===== config.mk =====
export PLATFORM = sky130hd
export DESIGN_NAME = dfr_input_masker
export DESIGN_NICKNAME = d
export VERILOG_FILES = /design/src/rtl/dfr_input_masker.sv
export SDC_FILE = /design/constraint.sdc
export NUM_CORES = 1
export LEC_CHECK = 0
export CAP_MARGIN = 20
export CORE_MARGIN = 2
export CORE_UTILIZATION = 30
export CTS_CLUSTER_SIZE = 12
export DETAILED_ROUTE_END_ITERATION = 8
export PLACE_DENSITY = 0.47
export SLEW_MARGIN = 20
export SYNTH_ARGS = -nofsm -noshare
export SYNTH_HDL_FRONTEND = slang
export SYNTH_SLANG_ARGS = --single-unit
export TNS_END_PERCENT = 30

===== constraint.sdc =====
create_clock -name clk -period 13.4 [get_ports clk]
set_input_delay 2.68 -clock clk [delete_from_list [all_inputs] [get_ports clk]]
set_output_delay 2.68 -clock clk [all_outputs]
set_load 0.03 [all_outputs]

===== src/rtl/dfr_input_masker.sv =====
// Input masking stage for the delay-feedback reservoir.
// Each accepted sample is scaled by a per-virtual-node Q0.MASK_WIDTH mask.
// The scaled value is truncated and saturated, then handed to the reservoir
// one node at a time. The stage throttles on the reservoir's valid/idle flag.
module dfr_input_masker #(
  parameter int unsigned              NUM_VIRTUAL_NODES = 10,
  parameter int unsigned              DATA_WIDTH        = 32,
  parameter int unsigned              SAMPLE_WIDTH      = 16,
  parameter int unsigned              MASK_WIDTH        = 8,
  parameter logic [SAMPLE_WIDTH-1:0]  CLAMP_MAX         = 16'h7FFF,
  parameter logic [MASK_WIDTH-1:0]    MASK_RESET        = 8'h80
) (
  input  logic                                   clk,
  input  logic                                   rst,
  input  logic                                   sample_valid,
  output logic                                   sample_ready,
  input  logic [SAMPLE_WIDTH-1:0]                sample_data,
  input  logic                                   mask_wr_en,
  input  logic [$clog2(NUM_VIRTUAL_NODES)-1:0]   mask_wr_addr,
  input  logic [MASK_WIDTH-1:0]                  mask_wr_data,
  output logic [DATA_WIDTH-1:0]                  res_din,
  output logic                                   res_en,
  input  logic                                   res_valid,
  output logic [$clog2(NUM_VIRTUAL_NODES)-1:0]   node_idx,
  output logic                                   busy,
  output logic                                   sample_done
);

  localparam int unsigned NODE_W = $clog2(NUM_VIRTUAL_NODES);
  localparam int unsigned PROD_W = SAMPLE_WIDTH + MASK_WIDTH;
  localparam logic [NODE_W-1:0] LAST_NODE = NODE_W'(NUM_VIRTUAL_NODES - 1);

  typedef enum logic [2:0] {
    S_IDLE,
    S_CALC,
    S_ISSUE,
    S_GUARD,
    S_WAIT_RES,
    S_DONE
  } state_e;

  state_e                  state_q;
  logic [SAMPLE_WIDTH-1:0] sample_q;
  logic [NODE_W-1:0]       node_q;
  logic [DATA_WIDTH-1:0]   din_q;
  logic                    en_q;
  logic                    done_q;
  logic                    ready_q;
  logic                    busy_q;
  logic [MASK_WIDTH-1:0]   mask_q [NUM_VIRTUAL_NODES];

  logic [PROD_W-1:0]       prod_c;
  logic [SAMPLE_WIDTH-1:0] scaled_c;
  logic [SAMPLE_WIDTH-1:0] clamped_c;

  // Mask table: writable in any state, out-of-range addresses dropped
  always_ff @(posedge clk or negedge rst) begin
    if (!rst) begin
      for (int i = 0; i < int'(NUM_VIRTUAL_NODES); i++) begin
        mask_q[i] <= MASK_RESET;
      end
    end else if (mask_wr_en && (32'(mask_wr_addr) < NUM_VIRTUAL_NODES)) begin
      mask_q[mask_wr_addr] <= mask_wr_data;
    end
  end

  // Scale current sample by current node mask: truncate fraction, then saturate
  always_comb begin
    prod_c    = PROD_W'(sample_q) * PROD_W'(mask_q[node_q]);
    scaled_c  = SAMPLE_WIDTH'(prod_c >> MASK_WIDTH);
    clamped_c = (scaled_c > CLAMP_MAX) ? CLAMP_MAX : scaled_c;
  end

  // Sequencer: one sample in, one masked value per node out, then a done pulse
  always_ff @(posedge clk or negedge rst) begin
    if (!rst) begin
      state_q  <= S_IDLE;
      sample_q <= '0;
      node_q   <= '0;
      din_q    <= '0;
      en_q     <= 1'b0;
      done_q   <= 1'b0;
      ready_q  <= 1'b0;
      busy_q   <= 1'b0;
    end else begin
      en_q   <= 1'b0;
      done_q <= 1'b0;
      case (state_q)
        S_IDLE: begin
          ready_q <= 1'b1;
          busy_q  <= 1'b0;
          if (sample_valid && ready_q) begin
            sample_q <= sample_data;
            node_q   <= '0;
            ready_q  <= 1'b0;
            busy_q   <= 1'b1;
            state_q  <= S_CALC;
          end
        end
        S_CALC: begin
          din_q   <= DATA_WIDTH'(clamped_c);
          state_q <= S_ISSUE;
        end
        S_ISSUE: begin
          if (res_valid) begin
            en_q    <= 1'b1;
            state_q <= S_GUARD;
          end
        end
        // Reservoir drops its valid only after it has sampled en
        S_GUARD: begin
          state_q <= S_WAIT_RES;
        end
        S_WAIT_RES: begin
          if (res_valid) begin
            if (node_q == LAST_NODE) begin
              state_q <= S_DONE;
            end else begin
              node_q  <= node_q + NODE_W'(1);
              state_q <= S_CALC;
            end
          end
        end
        S_DONE: begin
          done_q  <= 1'b1;
          node_q  <= '0;
          busy_q  <= 1'b0;
          ready_q <= 1'b1;
          state_q <= S_IDLE;
        end
        default: begin
          state_q <= S_IDLE;
        end
      endcase
    end
  end

  assign sample_ready = ready_q;
  assign res_din      = din_q;
  assign res_en       = en_q;
  assign node_idx     = node_q;
  assign busy         = busy_q;
  assign sample_done  = done_q;

endmodule


# After elaboration in Yosys (flattened, before gate mapping)

Index checks and enable logic that the tools add are counted.

Register bits after elaboration: 123
Input bits: 33
Output and inout bits: 40
Logic and storage cells: 69

Add/subtract/negate cells: 1
$mul: 1
Magnitude comparators: 5
Equal/unequal tests: 10
Multiplexer cells: 23
Bitwise gates (word level): 2
Reductions and logical operators: 9

Operators with widths:

| cell                 | number |
|---|---|
| $bwmux 80            | 1 |
| $bmux 8 s4           | 1 |
| $demux 8 s4          | 1 |
| $mul 16x8->24        | 1 |
| $mux 8               | 3 |
| $gt 16x15->1 const B | 1 |
| $mux 16              | 1 |
| $pmux 3 s5           | 1 |
| $mux 3               | 4 |
| $mux 4               | 3 |
| $pmux 4 s3           | 1 |
| $ge 5x5->1 const B   | 2 |
| $not 4->5            | 2 |
| $ne 2x2->1 const B   | 4 |
| $eq 3x2->1 const B   | 2 |
| $eq 3x3->1 const B   | 2 |
| $lt 5x1->1 const B   | 1 |
| $mux 1               | 5 |
| $add 4x1->4 const B  | 1 |
| $eq 4x4->1 const B   | 1 |
| $lt 4x4->1 const B   | 1 |
| $pmux 1 s2           | 2 |
| $reduce_and 4->1     | 1 |
| $eq 3x1->1 const B   | 1 |
| 6 further kinds      | 8 |

# Longest topological paths before layout

Gate-level depths: netlist (run 1).

Depth in word-level cells: 7
Mapped depth: 25
Mapped depth without buffers: 22

# Worst setup path before layout (run 1)

Ideal clock, no wire load.

Path type: flip-flop to flip-flop
Start point: reg node_q[0] (netlist: node_idx[0])
End point: reg din_q[14] (netlist: res_din[14])
Setup time: 0.126 ns
Arrival time: 6.742 ns
Data required time: 13.274 ns
Setup slack: 6.531 ns
Stages on the path, launching flop included: 23
Period minus slack after synthesis: 6.869 ns
Cells stage by stage: dfrtp_1 > buf_6 > buf_2 > mux4_2 > a221oi_1 > nor2_1 > clkbuf_1 > and2_1 > fa_1 > fa_1 > fa_1 > inv_1 > fa_1 > inv_1 > ha_1 > a21o_1 > a21o_1 > a221o_1 > a31o_2 > nand3_1 > or3b_1 > and3_1 > o32a_1

Cells in the longest elaborated chain, start to end: 7

RTL lines:

| element                                     | line | RTL |
|---|---|---|
| start: declaration                          | 44   | `logic [NODE_W-1:0] node_q;` |
| start signal: assignment                    | 119  | `node_q <= node_q + NODE_W'(1);` |
| $not 4->5 (implied by the code) *           | 69   | `prod_c = PROD_W'(sample_q) * PROD_W'(mask_q[node_q]);` |
| $bmux 8 s4 *                                | 69   |  |
| $mux 8 (implied by the code) * (2 in a row) | 69   |  |
| $mul 16x8->24 *                             | 69   |  |
| $gt 16x15->1                                | 71   | `clamped_c = (scaled_c > CLAMP_MAX) ? CLAMP_MAX : scaled_c;` |
| $mux 16 *                                   | 71   |  |
| end signal: assignment                      | 101  | `din_q <= DATA_WIDTH'(clamped_c);` |
| end: declaration                            | 45   | `logic [DATA_WIDTH-1:0] din_q;` |

Mark *: on every way between the ends. The rest lies on a longest branch, timed or not. The select of a mux whose other input is x is not followed.
A chain may end at the register's enable or synchronous reset.

# Final worst setup path (run 1)

Start point: reg node_q[1] (netlist: node_idx[1])
End point: reg din_q[14] (netlist: res_din[14])

The elaborated chain is that of the path after synthesis.

==> metrics.md, run 1 <==
| Metric | Value |
|---|---|
| Post-synthesis share of cell area spent on and, or, nand and nor gates | 0.136 |
| Count of standard-cell rows | 65 |
| Maximum number of pins on one net before global-route repair | 74 |
| Fraction of the cycle the final worst path needs | 0.549 |
| Drt pass-1 iters | 6 |
| Wirelength, routed | 22600 µm |
| Synthesis-to-layout area growth | 15.7% |
| Fraction of the yosys area taken by sequential cells | 0.320 |
| CTS Sinks | 123 |
| Clock insertion delay at the later pin of the skew report | 0.43 ns |
| Wire length of the first global-routing pass | 37500 µm |
| Fraction of layout cells with a size suffix above 1 | 0.190 |
| Width of the chip | 183 µm |
| Footprint of the multi-input gates | 5990 µm² |
| Run status | complete, no violations |
| EDFF count, synth | 0 |
| Via count of the routed design | 6285 |
| Clock transition time at the flip-flop clock pins of the worst setup and hold paths | 0.06 ns |
| Most instantiated flip-flop cell in the synthesis netlist | sky130_fd_sc_hd__dfrtp_1 |
| Number of DRC markers in iteration 0 | 273 |
| Critical path data required time | 13.71 ns |
| Area taken by flip-flops and latches | 3090 µm² |
| Postcts setup bufs | 0 |
| Antenna Nets Post-Route | 0 |
| Slew Limit Fails | 0 |
| Worst-path cell with the longest stage delay | sky130_fd_sc_hd__dfrtp_1 |
| Clock tree from TritonCTS | done |
| Share of the synthesized area in the top cell type | 0.293 |
| Dominant cells by area after synthesis | sky130_fd_sc_hd__dfrtp_1, sky130_fd_sc_hd__fa_1, sky130_fd_sc_hd__mux2_2 |
| CTS Root Cell | sky130_fd_sc_hd__clkbuf_16 |
| Number of nets in the final layout | 1073 |
| Startpoint kind of the worst setup timing path | flop |
| Combined global-route utilization of all metal layers | 0.143 |
| CP Max Fanout | 22 |
| Worst clock skew | 0.0129 ns |
| Port Buffer Count | 56 |
| Total congestion overflow | 0 |
| Minimum clock period | 7.35 ns |
| Critical path data arrival time | 7.67 ns |
| DRC viols | 0 |
| Worst Setup End Kind | flop |
| N_diodes | 0 |
| I/O pin cnt | 73 |
| Number of resized instances in the post-cts repair step | 0 |
| Area of the core region | 31600 µm² |
| Dominant combinational cell family by area after synthesis | adder cells |
| Synthesized instance count | 872 |
| Hold violation count in the final report | 0 |
| Biggest area consumer among synthesized cells | sky130_fd_sc_hd__dfrtp_1 |
| Normalized max-slew margin | 0.277 |
| Async SR Flop Fraction | 1.00 |
| Leading cell type in the layout, fill and taps excluded | sky130_fd_sc_hd__dfrtp_1 |
| Max-cap violations | 0 |
| Starting density of the core | 0.305 |
| Cell Area, Synth | 9660 µm² |
| WL/cell | 17.0 µm |
| Multiplexer fraction of the synthesized cell area | 0.159 |
| Fill cells | 3125 |
| Fraction of synthesized cell area in xor and xnor cells | 0.0127 |
| Number of global-route vias before repair | 6683 |
| Synthesized area per cell | 11.1 µm² |
| Total of hold buffers inserted after clock tree synthesis | 0 |
| Adder-Cell Fraction of Synth Area | 0.228 |
| Number of storage elements in the synthesis netlist | 123 |
| Synth warnings | 0 |
| Unrepaired setup endpoints after global routing | no |
| Cell repeated most along the worst path | sky130_fd_sc_hd__fa_1 |
| Worst Hold Class | flop to flop |
| Detailed-placement wirelength estimate | 16900 µm |
| TritonCTS buffer count | 17 |
| Critical path class | flop to flop |
| Max Fclk | 136 MHz |
| Measured slew at the worst slew-check pin | 1.08 ns |
| Average vias per placed instance | 4.73 |
| # H-tree levels | 4 |
| Clk buf depth | 2 |
| Complex-gate fraction of the synthesized area | 0.0761 |
| Die area | 33600 µm² |
| Cell breakdown of the critical path | mux4_2, a21oi_1, nor2_1, and2_1, fa_1, fa_1, fa_1, inv_1, fa_1, inv_1, ha_1, a21o_1, a21o_1, a21oi_1, o21ai_0, a211oi_1, a31oi_1, nand3b_1, o32a_1 |
| Yosys cell types | 62 |
| Crit path largest cell delay | 1.00 ns |
| Summed negative setup slack over all endpoints | 0 ns |
| Number of antenna violations at the first check in global routing | 0 |
| Placer's final routability congestion estimate | 0.805 |
| Highest-count cells in the layout ignoring fill and taps | sky130_fd_sc_hd__dfrtp_1, sky130_fd_sc_hd__mux2_2, sky130_fd_sc_hd__inv_1 |
| Count of endpoints failing setup in the final report | 0 |
| Vertical die dimension | 183 µm |
==> worst max-delay path, delay by kind of cell (launching register included) <==
family          cells  cell delay, ns
fa+ha+maj           5            2.43
mux                 1            0.43
flops               1            1.00
buf+inv             2            0.10
compound gates      8            1.65
simple gates        3            1.62
==> metal layers <==
layer | vias to the layer above | GRT usage | part of all wire
met4 | 0 | 0.0336 | 0.0082
li1 | 2995 | - | -
met2 | 84 | 0.222 | 0.45
met5 | - | 0 | 0
met1 | 3192 | 0.210 | 0.52
met3 | 14 | 0.0222 | 0.020
==> cells by family (layout without fill, tap and decap cells) <==
logic type                 count (synthesis)  in the layout
AOI/OAI and AO/OA                        100            100
xor gates and xnor gates                  14             14
adders and majority gates                126            126
buffers and inverters                    154            193
DFF                                      123            123
muxes                                    123            123
other                                      1             16
and+or+nand+nor                          231            231
==> cell type report <==
type / instances / area share
flip-flops and latches: 123 / 0.277
multi-input cells: 610 / 0.536
inverters: 101 / 0.0339
repair buffers: 61 / 0.0533
clock buffers: 20 / 0.0409
well taps: 402 / 0.0450
clock inverters: 11 / 0.0141
==> state kept, by name (all words and copies together) (netlist names) <==
name and cells:
busy 1, res_din 16, sample_ready 1, node_idx 4, state_q 3, mask_q 80, sample_done 1, res_en 1
sample_q 16
==> synth_stat cells, drive strengths merged, types with 4 or more instances <==
master / n
a221oi: 7
dfrtp: 113
and2: 80
nor3b: 4
nand2: 32
nor2b: 31
inv: 100
mux2: 103
o21bai: 4
o21ai: 12
clkbuf: 24
a31oi: 4
o22a: 12
a21oi: 27
fa: 83
nor2: 23
buf: 29
nor3: 14
nand2b: 9
mux2i: 6
xor2: 8
mux4: 14
a21o: 12
nand3b: 4
nand4: 5
dfstp: 10
xnor2: 6
nand3: 9
and3: 6
ha: 43
==> per-stage QoR <==
step	setup WS, ns	std cells	hold slack, ns	util	area (µm²)
floorplan	6.53	887	0.470	-	9710
global placement	6.08	1297	0.479	0.334	10600
detailed placement	5.95	1297	0.485	0.334	10600
CTS	5.95	1328	0.499	0.353	11200
global route	5.57	1328	0.518	0.353	11200
finish	6.05	1328	0.498	0.353	11200
==> worst paths after layout <==
check / from / to / slack, ns / cells after the start
setup / recovery: node_idx[1] / res_din[14] / 6.05 / 19
hold / removal: mask_q[64] / mask_q[64] / 0.50 / 1
setup reg to reg: node_idx[1] / res_din[14] / 6.05 / 19
hold reg to reg: mask_q[64] / mask_q[64] / 0.50 / 1
max in group asynchronous: rst / res_din[9] / 9.71 / 2
min in group asynchronous: rst / mask_q[16] / 2.41 / 1
Power of run 1 is not shown: default switching activity piles up to over one toggle a cycle in this logic, so the estimate is an artifact.
==> inputs of run 2 (changes only) <==
==> constraint.sdc (replaced) <==
create_clock -name clk -period 7.6 [get_ports clk]
set_input_delay 1.52 -clock clk [delete_from_list [all_inputs] [get_ports clk]]
set_output_delay 1.52 -clock clk [all_outputs]
set_load 0.03 [all_outputs]
==> metrics.md, run 2 (synthesis gave the netlist of run 1 again) <==
| Metric | Value |
|---|---|
| Drt pass-1 iters | 4 (was 6) |
| Die area | 33600 µm² (unchanged) |
| TritonCTS buffer count | 17 (unchanged) |
| Highest-count cells in the layout ignoring fill and taps | sky130_fd_sc_hd__dfrtp_1, sky130_fd_sc_hd__mux2_2, sky130_fd_sc_hd__inv_1 (unchanged) |
| Hold violation count in the final report | 0 (unchanged) |
| I/O pin cnt | 73 (unchanged) |
| Width of the chip | 183 µm (unchanged) |
| Worst Hold Class | flop to flop (unchanged) |
| Run status | complete, no violations (unchanged) |
| Vertical die dimension | 183 µm (unchanged) |
| Area of the core region | 31600 µm² (unchanged) |
| Detailed-placement wirelength estimate | 17000 µm (was 16900 µm) |
| Antenna Nets Post-Route | 0 (unchanged) |
| Normalized max-slew margin | 0.339 (was 0.277) |
| Critical path data arrival time | 7.34 ns (was 7.67 ns) |
| Critical path class | flop to flop (unchanged) |
| Max FFs per register | 80 (unchanged) |
| Clock insertion delay at the later pin of the skew report | 0.43 ns (about the same) |
| Synthesis-to-layout area growth | 16.2% (was 15.7%) |
| Leading cell type in the layout, fill and taps excluded | sky130_fd_sc_hd__dfrtp_1 (unchanged) |
| N_diodes | 0 (unchanged) |
| Total congestion overflow | 0 (unchanged) |
| Combined global-route utilization of all metal layers | 0.145 (was 0.143) |
| Minimum clock period | 7.03 ns (was 7.35 ns) |
| Placer's final routability congestion estimate | 0.781 (was 0.805) |
| # H-tree levels | 4 (unchanged) |
| Slew Limit Fails | 0 (unchanged) |
| Wire length of the first global-routing pass | 38000 µm (was 37500 µm) |
| Setup slack of the most critical reg-to-reg path | 0.57 ns (was 6.05 ns) |
| Port Buffer Count | 56 (unchanged) |
| Clock tree from TritonCTS | done (unchanged) |
| Number of antenna violations at the first check in global routing | 0 (unchanged) |
| WL/cell | 17.0 µm (about the same) |
| Clock transition time at the flip-flop clock pins of the worst setup and hold paths | 0.06 ns (about the same) |
| Reg with most FFs | mask_q (unchanged) |
| Wirelength, routed | 22800 µm (was 22600 µm) |
| Postcts setup bufs | 0 (unchanged) |
| Fraction of layout cells with a size suffix above 1 | 0.199 (was 0.190) |
| Worst clock skew | 0.00934 ns (was 0.0129 ns) |
| Max Fclk | 142 MHz (was 136 MHz) |
| CTS Sinks | 123 (unchanged) |
| Maximum number of pins on one net before global-route repair | 72 (was 74) |
| Count of placed standard cells including taps | 1307 (was 1297) |
| Number of global-route vias before repair | 6782 (was 6683) |
| Starting density of the core | 0.305 (unchanged) |
| Startpoint kind of the worst setup timing path | flop (unchanged) |
| DRC viols | 0 (unchanged) |
| Unrepaired setup endpoints after global routing | no (unchanged) |
| Summed negative setup slack over all endpoints | 0 ns (unchanged) |
| Average vias per placed instance | 4.74 (was 4.73) |
| Clk buf depth | 2 (unchanged) |
| Count of endpoints failing setup in the final report | 0 (unchanged) |
| CP Max Fanout | 15 (was 22) |
| Measured slew at the worst slew-check pin | 0.987 ns (was 1.08 ns) |
| Final Instance Count excl. Fillers | 1339 (was 1328) |
| Via count of the routed design | 6345 (was 6285) |
| Fraction of the cycle the final worst path needs | 0.925 (was 0.549) |
| Total of hold buffers inserted after clock tree synthesis | 0 (unchanged) |
| Number of resized instances in the post-cts repair step | 0 (unchanged) |
| Number of nets in the final layout | 1083 (was 1073) |
| Max-cap violations | 0 (unchanged) |
| Count of standard-cell rows | 65 (unchanged) |
| Worst Setup End Kind | flop (unchanged) |
| Critical path data required time | 7.91 ns (was 13.71 ns) |
| CTS Root Cell | sky130_fd_sc_hd__clkbuf_16 (unchanged) |
| Number of DRC markers in iteration 0 | 224 (was 273) |
[run 2: metal layers]
| metal | GRT usage | part of all wire | routed length, µm |
|---|---|---|---|
| met3 | 0.0271 | 0.028 | 636 |
| met1 | 0.208 | 0.51 | 11600 |
| met2 | 0.227 | 0.45 | 10300 |
| met4 | 0.0342 | 0.011 | 251 |
| met5 | 0 | 0 | 0 |
[run 2: worst paths after layout]
| kind | start | to | cells past startpoint |
|---|---|---|---|
| max in group asynchronous | rst | res_din[5] | 2 |
| min in group asynchronous | rst | mask_q[24] | 1 |
| worst max register to register | node_idx[0] | res_din[14] | 19 |
| worst max-delay path | node_idx[0] | res_din[14] | 19 |
| worst min register to register | mask_q[65] | mask_q[65] | 1 |
| worst min-delay path | mask_q[65] | mask_q[65] | 1 |
[run 2: area by class of cell]
cell class	count	area, µm²
fill	3129	20400
multi-input combinational	610	5990
sequential	123	3090
timing repair buffer	71	671
tap	402	503
clock buffer	18	429
inverter	101	379
clock inverter	14	160
[run 2: through the flow]
stage | area, µm² | utilization | hold WS, ns | setup WS, ns
2_1_floorplan | 9710 | - | 0.470 | 0.731
3_5_place_dp | 10600 | 0.336 | 0.488 | 0.560
5_1_grt | 11200 | 0.355 | 0.508 | 0.135
4_1_cts | 11200 | 0.355 | 0.503 | 0.560
3_3_place_gp | 10600 | 0.336 | 0.481 | 0.659
6_report | 11200 | 0.355 | 0.500 | 0.573
[run 2: critical path: stages, from the launching register on]
cell	delay [ns]
sky130_fd_sc_hd__dfrtp_1	0.77
sky130_fd_sc_hd__mux4_2	0.61
sky130_fd_sc_hd__a221oi_1	0.41
sky130_fd_sc_hd__nor2_1	0.31
sky130_fd_sc_hd__and2_1	0.27
sky130_fd_sc_hd__fa_1	0.50
sky130_fd_sc_hd__fa_1	0.51
sky130_fd_sc_hd__fa_1	0.55
sky130_fd_sc_hd__inv_1	0.05
sky130_fd_sc_hd__fa_1	0.52
sky130_fd_sc_hd__inv_1	0.04
sky130_fd_sc_hd__ha_1	0.39
sky130_fd_sc_hd__a21o_1	0.19
sky130_fd_sc_hd__a21o_1	0.17
sky130_fd_sc_hd__a221o_1	0.34
sky130_fd_sc_hd__a31o_2	0.23
sky130_fd_sc_hd__nand3_1	0.14
sky130_fd_sc_hd__or3b_1	0.38
sky130_fd_sc_hd__and3_1	0.19
sky130_fd_sc_hd__o32a_1	0.32
Power of run 2 is left out for the same reason.
==> inputs of run 3 (changes only) <==
--- a/config.mk
+++ b/config.mk
@@ -5,7 +5,6 @@
 export SDC_FILE = /design/constraint.sdc
 export NUM_CORES = 1
 export LEC_CHECK = 0
-export CAP_MARGIN = 20
 export CORE_MARGIN = 2
 export CORE_UTILIZATION = 30
 export CTS_CLUSTER_SIZE = 12
==> results of run 3 <==
The final DEF is identical to that of run 2; final timing and power are the same.
Power of run 3 is left out for the same reason.
